$ cat config.mk
export PLATFORM = sky130hd
export DESIGN_NAME = xgriscv_fetch_queue_flat
export DESIGN_NICKNAME = d
export VERILOG_FILES = /design/src/rtl/xgriscv_fetch_queue_pkg.sv /design/src/rtl/xgriscv_fetch_queue_if.sv /design/src/rtl/xgriscv_fetch_queue_fifo.sv /design/src/rtl/xgriscv_fetch_queue.sv /design/src/flat_wrapper.sv
export SDC_FILE = /design/constraint.sdc
export NUM_CORES = 1
export LEC_CHECK = 0
export CORE_MARGIN = 5
export CORE_UTILIZATION = 64
export CTS_CLUSTER_DIAMETER = 60
export CTS_CLUSTER_SIZE = 30
export DETAILED_ROUTE_END_ITERATION = 8
export DONT_BUFFER_PORTS = 1
export PLACE_DENSITY = 0.8
export SYNTH_ARGS = -nofsm -noshare
export SYNTH_HDL_FRONTEND = slang
export SYNTH_SLANG_ARGS = --single-unit
export TNS_END_PERCENT = 30
$ cat constraint.sdc
create_clock -name clk -period 17.5 [get_ports clk]
set_input_delay 2.625 -clock clk [delete_from_list [all_inputs] [get_ports clk]]
set_output_delay 2.625 -clock clk [all_outputs]
set_load 0.1 [all_outputs]
$ cat src/rtl/xgriscv_fetch_queue_pkg.sv
// Shared constants and helpers for the xgriscv fetch queue.
package xgriscv_fetch_queue_pkg;

    localparam int ADDR_SIZE    = 32;
    localparam int INSTR_SIZE   = 32;
    localparam int FETCHQ_DEPTH = 4;

    // Canonical RISC-V nop: addi x0, x0, 0
    localparam logic [31:0] NOP_INSTR = 32'h0000_0013;

    // True for powers of two that are at least 2
    function automatic bit is_pow2(input int n);
        return (n >= 2) && ((n & (n - 1)) == 0);
    endfunction

endpackage

$ cat src/rtl/xgriscv_fetch_queue_if.sv
// Fetch-stage bus bundle: imem request/response, EX redirect and decode handshake.
interface xgriscv_fetch_queue_if
    import xgriscv_fetch_queue_pkg::*;
#(
    parameter int ADDR_W  = ADDR_SIZE,
    parameter int INSTR_W = INSTR_SIZE,
    parameter int DEPTH   = FETCHQ_DEPTH
);
    logic [ADDR_W-1:0]        imem_addr;
    logic                     imem_req;
    logic                     imem_valid;
    logic [INSTR_W-1:0]       imem_rdata;
    logic                     redirect;
    logic [ADDR_W-1:0]        redirect_pc;
    logic                     dec_valid;
    logic                     dec_ready;
    logic [INSTR_W-1:0]       dec_instr;
    logic [ADDR_W-1:0]        dec_pc;
    logic [ADDR_W-1:0]        dec_pcplus4;
    logic [$clog2(DEPTH):0]   q_count;

    // The fetch stage itself
    modport master (
        output imem_addr, imem_req,
        input  imem_valid, imem_rdata,
        input  redirect, redirect_pc,
        output dec_valid,
        input  dec_ready,
        output dec_instr, dec_pc, dec_pcplus4, q_count
    );

    // Memory, EX and decode around the fetch stage
    modport slave (
        input  imem_addr, imem_req,
        output imem_valid, imem_rdata,
        output redirect, redirect_pc,
        input  dec_valid,
        output dec_ready,
        input  dec_instr, dec_pc, dec_pcplus4, q_count
    );
endinterface

$ cat src/rtl/xgriscv_fetch_queue_fifo.sv
// Register-array FIFO with synchronous clear and wrap-around pointers.
module fetch_fifo
    import xgriscv_fetch_queue_pkg::*;
#(
    parameter int WIDTH = 8,
    parameter int DEPTH = 4
) (
    input  logic                   clk,
    input  logic                   reset,
    input  logic                   push,
    input  logic                   pop,
    input  logic                   clear,
    input  logic [WIDTH-1:0]       wdata,
    output logic [WIDTH-1:0]       rdata,
    output logic                   full,
    output logic                   empty,
    output logic [$clog2(DEPTH):0] count
);
    localparam int PTR_W = $clog2(DEPTH);
    localparam int CNT_W = PTR_W + 1;

    if (!is_pow2(DEPTH)) begin : g_depth_check
        $error("fetch_fifo: DEPTH must be a power of two and at least 2");
    end

    logic [WIDTH-1:0] mem_q [DEPTH];
    logic [WIDTH-1:0] mem_d [DEPTH];
    logic [PTR_W-1:0] wr_ptr_q, wr_ptr_d;
    logic [PTR_W-1:0] rd_ptr_q, rd_ptr_d;
    logic [CNT_W-1:0] count_q, count_d;

    // Next-state: clear wins over push/pop; otherwise pointers step and count tracks push - pop
    always_comb begin
        mem_d    = mem_q;
        wr_ptr_d = wr_ptr_q;
        rd_ptr_d = rd_ptr_q;
        count_d  = count_q;
        if (clear) begin
            wr_ptr_d = '0;
            rd_ptr_d = '0;
            count_d  = '0;
        end else begin
            if (push) begin
                mem_d[wr_ptr_q] = wdata;
                wr_ptr_d        = wr_ptr_q + PTR_W'(1);
            end
            if (pop) begin
                rd_ptr_d = rd_ptr_q + PTR_W'(1);
            end
            count_d = count_q + CNT_W'(push) - CNT_W'(pop);
        end
    end

    // State registers, emptied by asynchronous reset
    always_ff @(posedge clk or posedge reset) begin
        if (reset) begin
            for (int i = 0; i < DEPTH; i++) begin
                mem_q[i] <= '0;
            end
            wr_ptr_q <= '0;
            rd_ptr_q <= '0;
            count_q  <= '0;
        end else begin
            mem_q    <= mem_d;
            wr_ptr_q <= wr_ptr_d;
            rd_ptr_q <= rd_ptr_d;
            count_q  <= count_d;
        end
    end

    assign rdata = mem_q[rd_ptr_q];
    assign full  = (count_q == CNT_W'(DEPTH));
    assign empty = (count_q == '0);
    assign count = count_q;

endmodule

$ cat src/rtl/xgriscv_fetch_queue.sv
// Fetch stage: owns pcF, issues imem requests and queues {pc, pc+4, instr} for decode.
module xgriscv_fetch_queue
    import xgriscv_fetch_queue_pkg::*;
#(
    parameter int                ADDR_W   = ADDR_SIZE,
    parameter int                INSTR_W  = INSTR_SIZE,
    parameter int                DEPTH    = FETCHQ_DEPTH,
    parameter logic [ADDR_W-1:0] RESET_PC = '0
) (
    input logic                clk,
    input logic                reset,
    xgriscv_fetch_queue_if.master fq
);
    localparam int CNT_W   = $clog2(DEPTH) + 1;
    localparam int ENTRY_W = 2 * ADDR_W + INSTR_W;

    logic [ADDR_W-1:0]  pc_q, pc_d;
    logic [ENTRY_W-1:0] wr_entry;
    logic [ENTRY_W-1:0] head_entry;
    logic               q_full;
    logic               q_empty;
    logic [CNT_W-1:0]   q_cnt;
    logic               req;
    logic               push;
    logic               pop;

    // Request/push/pop decisions; redirect suppresses both fetch and enqueue
    always_comb begin
        pop  = ~q_empty & fq.dec_ready;
        req  = ~reset & ~fq.redirect & (~q_full | pop);
        push = req & fq.imem_valid & ~fq.redirect;
    end

    // Next PC: redirect target first, then sequential advance on a successful push
    always_comb begin
        pc_d = pc_q;
        if (fq.redirect) begin
            pc_d = fq.redirect_pc;
        end else if (push) begin
            pc_d = pc_q + ADDR_W'(4);
        end
    end

    // PC register, restarts at RESET_PC
    always_ff @(posedge clk or posedge reset) begin
        if (reset) begin
            pc_q <= RESET_PC;
        end else begin
            pc_q <= pc_d;
        end
    end

    assign wr_entry = {pc_q, pc_q + ADDR_W'(4), fq.imem_rdata};

    fetch_fifo #(
        .WIDTH (ENTRY_W),
        .DEPTH (DEPTH)
    ) u_fifo (
        .clk   (clk),
        .reset (reset),
        .push  (push),
        .pop   (pop),
        .clear (fq.redirect),
        .wdata (wr_entry),
        .rdata (head_entry),
        .full  (q_full),
        .empty (q_empty),
        .count (q_cnt)
    );

    // Decode-facing head view; an empty queue presents a nop at pc 0
    always_comb begin
        fq.dec_valid   = ~q_empty;
        fq.dec_instr   = INSTR_W'(NOP_INSTR);
        fq.dec_pc      = '0;
        fq.dec_pcplus4 = '0;
        if (!q_empty) begin
            fq.dec_instr   = head_entry[INSTR_W-1:0];
            fq.dec_pcplus4 = head_entry[INSTR_W +: ADDR_W];
            fq.dec_pc      = head_entry[ENTRY_W-1 -: ADDR_W];
        end
    end

    assign fq.imem_addr = pc_q;
    assign fq.imem_req  = req;
    assign fq.q_count   = q_cnt;

endmodule

$ cat src/flat_wrapper.sv
// flat-port wrapper written by rule: the top's interface ports become plain ports
module xgriscv_fetch_queue_flat import xgriscv_fetch_queue_pkg::*;
#(
    parameter int                ADDR_W   = ADDR_SIZE,
    parameter int                INSTR_W  = INSTR_SIZE,
    parameter int                DEPTH    = FETCHQ_DEPTH,
    parameter logic [ADDR_W-1:0] RESET_PC = '0
)
  (clk, reset, fq_imem_addr, fq_imem_req, fq_imem_valid, fq_imem_rdata, fq_redirect, fq_redirect_pc, fq_dec_valid, fq_dec_ready, fq_dec_instr, fq_dec_pc, fq_dec_pcplus4, fq_q_count);
  xgriscv_fetch_queue_if #(.ADDR_W(ADDR_W), .INSTR_W(INSTR_W), .DEPTH(DEPTH)) fq_i ();
  input logic clk;
  input logic reset;
  output wire logic [$bits(fq_i.imem_addr)-1:0] fq_imem_addr;
  output wire logic [$bits(fq_i.imem_req)-1:0] fq_imem_req;
  input wire logic [$bits(fq_i.imem_valid)-1:0] fq_imem_valid;
  input wire logic [$bits(fq_i.imem_rdata)-1:0] fq_imem_rdata;
  input wire logic [$bits(fq_i.redirect)-1:0] fq_redirect;
  input wire logic [$bits(fq_i.redirect_pc)-1:0] fq_redirect_pc;
  output wire logic [$bits(fq_i.dec_valid)-1:0] fq_dec_valid;
  input wire logic [$bits(fq_i.dec_ready)-1:0] fq_dec_ready;
  output wire logic [$bits(fq_i.dec_instr)-1:0] fq_dec_instr;
  output wire logic [$bits(fq_i.dec_pc)-1:0] fq_dec_pc;
  output wire logic [$bits(fq_i.dec_pcplus4)-1:0] fq_dec_pcplus4;
  output wire logic [$bits(fq_i.q_count)-1:0] fq_q_count;
  assign fq_imem_addr = fq_i.imem_addr;
  assign fq_imem_req = fq_i.imem_req;
  assign fq_i.imem_valid = fq_imem_valid;
  assign fq_i.imem_rdata = fq_imem_rdata;
  assign fq_i.redirect = fq_redirect;
  assign fq_i.redirect_pc = fq_redirect_pc;
  assign fq_dec_valid = fq_i.dec_valid;
  assign fq_i.dec_ready = fq_dec_ready;
  assign fq_dec_instr = fq_i.dec_instr;
  assign fq_dec_pc = fq_i.dec_pc;
  assign fq_dec_pcplus4 = fq_i.dec_pcplus4;
  assign fq_q_count = fq_i.q_count;
  xgriscv_fetch_queue #(.ADDR_W(ADDR_W), .INSTR_W(INSTR_W), .DEPTH(DEPTH), .RESET_PC(RESET_PC)) u_core (.clk(clk), .reset(reset), .fq(fq_i));
endmodule
# ---- Word-level counts from Yosys, hierarchy flattened
# Index checks and enable logic that the tools add are counted.
dict set report op_classes {
  n_eq_ne 1
  n_reduce_logical 5
  order_cmp 3
  bitwise 12
  multipliers 0
  addsub 5
  div 0
  shift 0
  mux 16
}
# cell n
set ops {}
lappend ops {{bitwise mux 384 bit} 1}
lappend ops {{two-way mux 96 bit} 3}
lappend ops {{binary-select mux 96 bit (select 2 bit)} 1}
lappend ops {{demux 96 bit (select 2 bit)} 1}
lappend ops {{two-way mux 32 bit} 5}
lappend ops {{adder 32 x 3 -> 32 bit, second input constant} 1}
lappend ops {{two-way mux 2 bit} 4}
lappend ops {{>= comparator 3 bit, second input constant} 2}
lappend ops {{NOT 2 -> 3 bit} 2}
lappend ops {{bitwise AND 1 bit} 5}
lappend ops {{adder 2 x 1 -> 2 bit, second input constant} 2}
lappend ops {{NOT 1 bit} 4}
lappend ops {{nonzero test 2 bit} 2}
lappend ops {{adder 3 x 1 -> 3 bit} 1}
lappend ops {{== test 3 bit, second input constant} 1}
lappend ops {{logical NOT 3 bit} 1}
lappend ops {{less-than comparator 3 x 1 -> 1 bit, second input constant} 1}
lappend ops {{two-way mux 3 bit} 1}
lappend ops {{subtractor 3 x 1 -> 3 bit} 1}
lappend ops {{AND reduction 2 bit} 1}
lappend ops {{logical AND 1 bit} 1}
lappend ops {{OR 1 bit} 1}
dict set report totals {
  reg_bits 423
  ramBits 0
  inputBits 69
  wordCells 50
  output_inout_bits 133
  romBits 0
  memories 0
  latch_bits 0
}

# ---- Depth between registers and ports, before layout
dict set report depth {
  depth_word 10
  depth_mapped 11
  ltp_nobuf 10
}

# ---- By module
# From an unflattened synthesis, not the netlist that was laid out.
dict set report unflattened {
  cells_unflattened 1399
  area_unflattened_um2 20887.5
}
# module instances seq_area_each_um2 cells_per_inst area_each_um2
set modules_own_cells {}
lappend modules_own_cells {fetch_fifo 1 9784.4 967 17491.8}
lappend modules_own_cells {xgriscv_fetch_queue 1 800.8 432 3395.8}

# ---- Worst setup path before layout
# No wires, ideal clock.
dict set report synth_path {
  kind {input port to output port}
  start {input fq_redirect}
  end {output fq_imem_req}
  slack_ns 9.758
  t_arrival_ns 5.117
  path_stages 3
  path_buffers 2
  required_ns 14.875
  path_cell_list {clkbuf_1 > buf_1 > nor3_1}
}
dict set report synth_via {
  elab_chain_cells 3
}
# item line
set synth_lines {}
lappend synth_lines {{start: declaration} flat_wrapper.sv:17} ;# input wire logic [$bits(fq_i.redirect)-1:0] fq_redirect;
lappend synth_lines {{NOT 1 bit (no line)} --}
lappend synth_lines {{bitwise AND 1 bit (2 in series)} xgriscv_fetch_queue.sv:30} ;# req = ~reset & ~fq.redirect & (~q_full | pop);
lappend synth_lines {{end: declaration} flat_wrapper.sv:14} ;# output wire logic [$bits(fq_i.imem_req)-1:0] fq_imem_req;
# No other way between the ends.

# ---- Worst setup path in the final report
dict set report layout_path {
  start {register u_core.u_fifo.count_q[1] (netlist: u_core.u_fifo.count[1])}
  end {output fq_dec_pcplus4[25]}
}
dict set report layout_via {
  elab_chain_cells 2
}
# item line
set layout_lines {}
lappend layout_lines {{start: declaration} xgriscv_fetch_queue_fifo.sv:30} ;# logic [CNT_W-1:0] count_q, count_d;
lappend layout_lines {{start signal: assignment} xgriscv_fetch_queue_fifo.sv:67} ;# count_q <= count_d;
lappend layout_lines {{logical NOT 3 bit} xgriscv_fetch_queue_fifo.sv:73} ;# assign empty = (count_q == '0);
lappend layout_lines {{two-way mux 32 bit} xgriscv_fetch_queue.sv:77} ;# if (!q_empty) begin
lappend layout_lines {{end: declaration} flat_wrapper.sv:23} ;# output wire logic [$bits(fq_i.dec_pcplus4)-1:0] fq_dec_pcplus4;
# No other way between the ends.

==> load_flow_metrics.sql <==
INSERT INTO impl_metrics (metric_group, metric, value, unit) VALUES
('status', 'outcome', 'finished, final reports clean', ''),
('timing', 'rsz0062_at_grt', 'false', ''),
('clock_network', 'reg_clk_slew_reported_paths', '0.08', 'ns'),
('worst_setup_path', 'critPathKind', 'flip-flop to output port', ''),
('clock_network', 'cts.sinks', '415', ''),
('power_and_ir_drop', 'peak_supply_drop', '0.195', 'mV'),
('power_and_ir_drop', 'power', '3990', 'uW'),
('worst_hold_path', 'hold_path_end', 'u_core.u_fifo.mem_q[115]', ''),
('power_and_ir_drop', 'combPwrFrac', '0.460', ''),
('floorplan', 'core_area', '29800', 'sq um'),
('route', 'detailed_route_drc_error_count', '0', ''),
('timing', 'relSlewSlack', '0.205', ''),
('place', 'gp_routability_congestion', '0.789', ''),
('global_route', 'number_of_antenna_violations_at_the_first_check_in_global_routing', '1', ''),
('worst_setup_path', 'critical_path.max_fanout', '50', ''),
('clock_network', 'cts_hold_buf', '0', ''),
('timing', 'finalCritPeriodShare', '0.370', ''),
('timing', 'fmaxAchievable', '0.155', 'GHz'),
('power_and_ir_drop', 'cell_internal_pwr', '2030', 'uW'),
('final_layout', 'final-instance-count-excl-fill', '1938', ''),
('final_layout', 'nNetsFinal', '1599', ''),
('global_route', 'first_global_vias', '12800', ''),
('clock_network', 'cts_tree', 'built', ''),
('final_layout', 'mostFrequentLayoutCell', 'dfrtp_1', ''),
('worst_setup_path', 'reg2reg_setup_slack', '13.39', 'ns'),
('worst_hold_path', 'worst_hold_path_depth', '2', ''),
('synth', 'share_of_flip_flops_with_an_asynchronous_set_or_reset_after_synthesis', '1.00', ''),
('clock_network', 'clock_tree.root_cell', 'clkbuf_16', ''),
('place', 'final_hpwl_dp', '28200', 'um'),
('timing', 'skew', '0.0199', 'ns'),
('clock_network', 'tritoncts.num_buffers', '34', ''),
('worst_hold_path', 'worst_hold_class', 'flip-flop to flip-flop', ''),
('synth', 'synth-simple-area-share', '0.122', ''),
('synth', 'synth_xor_xnor_area_share', '0.0144', ''),
('route', 'post_drt_via_cell_ratio', '6.33', ''),
('clock_network', 'htree_levels', '2', ''),
('synth', 'synth_enable_flop_cells', '0', ''),
('synth', 'postSynthAreaPerCell', '12.1', 'sq um'),
('place', 'dpl_worst_slack', '11.28', 'ns'),
('global_route', 'grt_first_pass_wirelength', '72600', 'um'),
('synth', 'postSynthNetCount', '1686', ''),
('worst_setup_path', 'end_kind', 'output port', ''),
('floorplan', 'die_h', '184', 'um'),
('power_and_ir_drop', 'net_sw_power', '1960', 'uW'),
('worst_setup_path', 'critical_path.slowest_cell', 'dfrtp_1', ''),
('route', 'num_vias', '12300', ''),
('power_and_ir_drop', 'power_density', '193', 'nW/um^2'),
('route', 'drt.antenna.violating_nets', '0', ''),
('timing', 'fin_hold_ws', '0.473', 'ns'),
('worst_setup_path', 'cp_cell_sequence', 'nor3_1 > clkinv_2 > buf_4 > and2_1', ''),
('timing', 'totalNegativeSetupSlack', '0', 'ns'),
('clock_network', 'clockBufferDepth', '3', ''),
('timing', 'finalCriticalPeriod', '6.47', 'ns'),
('route', 'drt-total-wl', '44900', 'um'),
('floorplan', 'io-pin-count', '202', ''),
('timing', 'timing_hold_violations_final', '0', ''),
('synth', 'synth_top_family_by_area', 'multiplexers', ''),
('clock_network', 'clk-insertion-delay-late', '0.52', 'ns'),
('floorplan', 'die-area', '34000', 'sq um'),
('final_layout', 'area_growth_syn_to_layout', '6.04', '%'),
('synth', 'yosys.cell_types.count', '44', ''),
('final_layout', 'post_route_cells_drive_above_1_share', '0.275', ''),
('worst_setup_path', 'critical-path-top-delay-family', 'simple AND/OR/NAND/NOR gates', ''),
('place', 'dp_cells', '1876', ''),
('route', 'detail_route.iter0.violations', '996', ''),
('power_and_ir_drop', 'switching_share', '0.491', ''),
('synth', 'synth.yosys.seq_area_share', '0.534', ''),
('worst_setup_path', 'critical_path_data_arrival_time', '3.84', 'ns'),
('route', 'drtPass1Iterations', '5', ''),
('worst_hold_path', 'hold_path.startpoint', 'u_core.u_fifo.mem_q[115]', ''),
('worst_setup_path', 'max_stage_delay', '1.09', 'ns');
[area by class of cell]
type,instances,area [sq um],area share
diodes,1,2.50,0.000121
inverters,10,46.3,0.00224
clock buffers,43,926,0.0449
well taps,390,488,0.0236
multi-input cells,1018,8230,0.399
flip-flops and latches,415,10400,0.504
repair buffers,43,355,0.0172
clock inverters,18,194,0.00940
[state kept, by name, indices dropped and copies added, names as in the netlist]
name / cells
u_core.u_fifo.rd_ptr_q: 2
u_core.u_fifo.count: 3
u_core.u_fifo.mem_q: 376
u_core.u_fifo.wr_ptr_q: 2
u_core.fq.imem_addr: 32
[logic make-up after synthesis]
group	after synthesis
AO/OA/AOI/OAI	160
XOR/XNOR	32
adder cells (fa/ha/maj)	8
buffers and inverters	176
flip-flops	415
multiplexers	306
AND/OR/NAND/NOR	512
[cell usage after synthesis (6+ instances only)]
master / number
a21o_1: 7
a221o_1: 13
a22oi_1: 6
and2_1: 93
and3_1: 6
buf_2: 55
buf_4: 41
clkbuf_1: 65
dfrtp_1: 415
ha_1: 7
inv_1: 9
mux2_2: 210
mux4_2: 94
nand2_1: 330
nand3_1: 8
nand4_1: 20
nor2_1: 21
nor3_1: 10
o21ai_0: 119
xnor2_1: 18
xor2_1: 14
[how the worst max path moves through the flow]
stage	startpoint	end	slack (ns)
floorplan	reset	u_core.fq.imem_addr[0]	3.33
global placement	fq_dec_ready	fq_imem_req	11.28
detailed placement	fq_dec_ready	fq_imem_req	11.28
CTS	u_core.u_fifo.count[1]	fq_dec_pcplus4[25]	10.99
global route	u_core.u_fifo.count[1]	fq_dec_pcplus4[17]	10.76
finish	u_core.u_fifo.count[1]	fq_dec_pcplus4[25]	11.03
[metrics by stage]
stage / instance area (sq um) / util
6_report: 20600 / 0.693
5_1_grt: 20600 / 0.693
4_1_cts: 20600 / 0.693
3_5_place_dp: 19500 / 0.655
3_3_place_gp: 19500 / 0.655
2_1_floorplan: 19500 / -
[tightest hold or removal path, delay by kind of cell, from the launching register on]
family	cells	cell delay, ns
flops	1	0.34
simple gates	2	0.11
[routing by layer]
layer  track usage  share of wire  up-vias
met1         0.360           0.39     6319
met5             0              0        -
met4        0.0941          0.033        0
met3        0.0665          0.084       78
li1              -              -     5378
met2         0.445           0.49      488
[power groups by stage]
stage	logic (uW)	clock network (uW)	registers [uW]
CTS	1850	789	1380
global placement	1820	0	1370
finish	1830	775	1380
global route	1920	826	1410
floorplan	1720	0	1310
detailed placement	1850	0	1390
No activity file was read; power rests on OpenSTA's default activity.
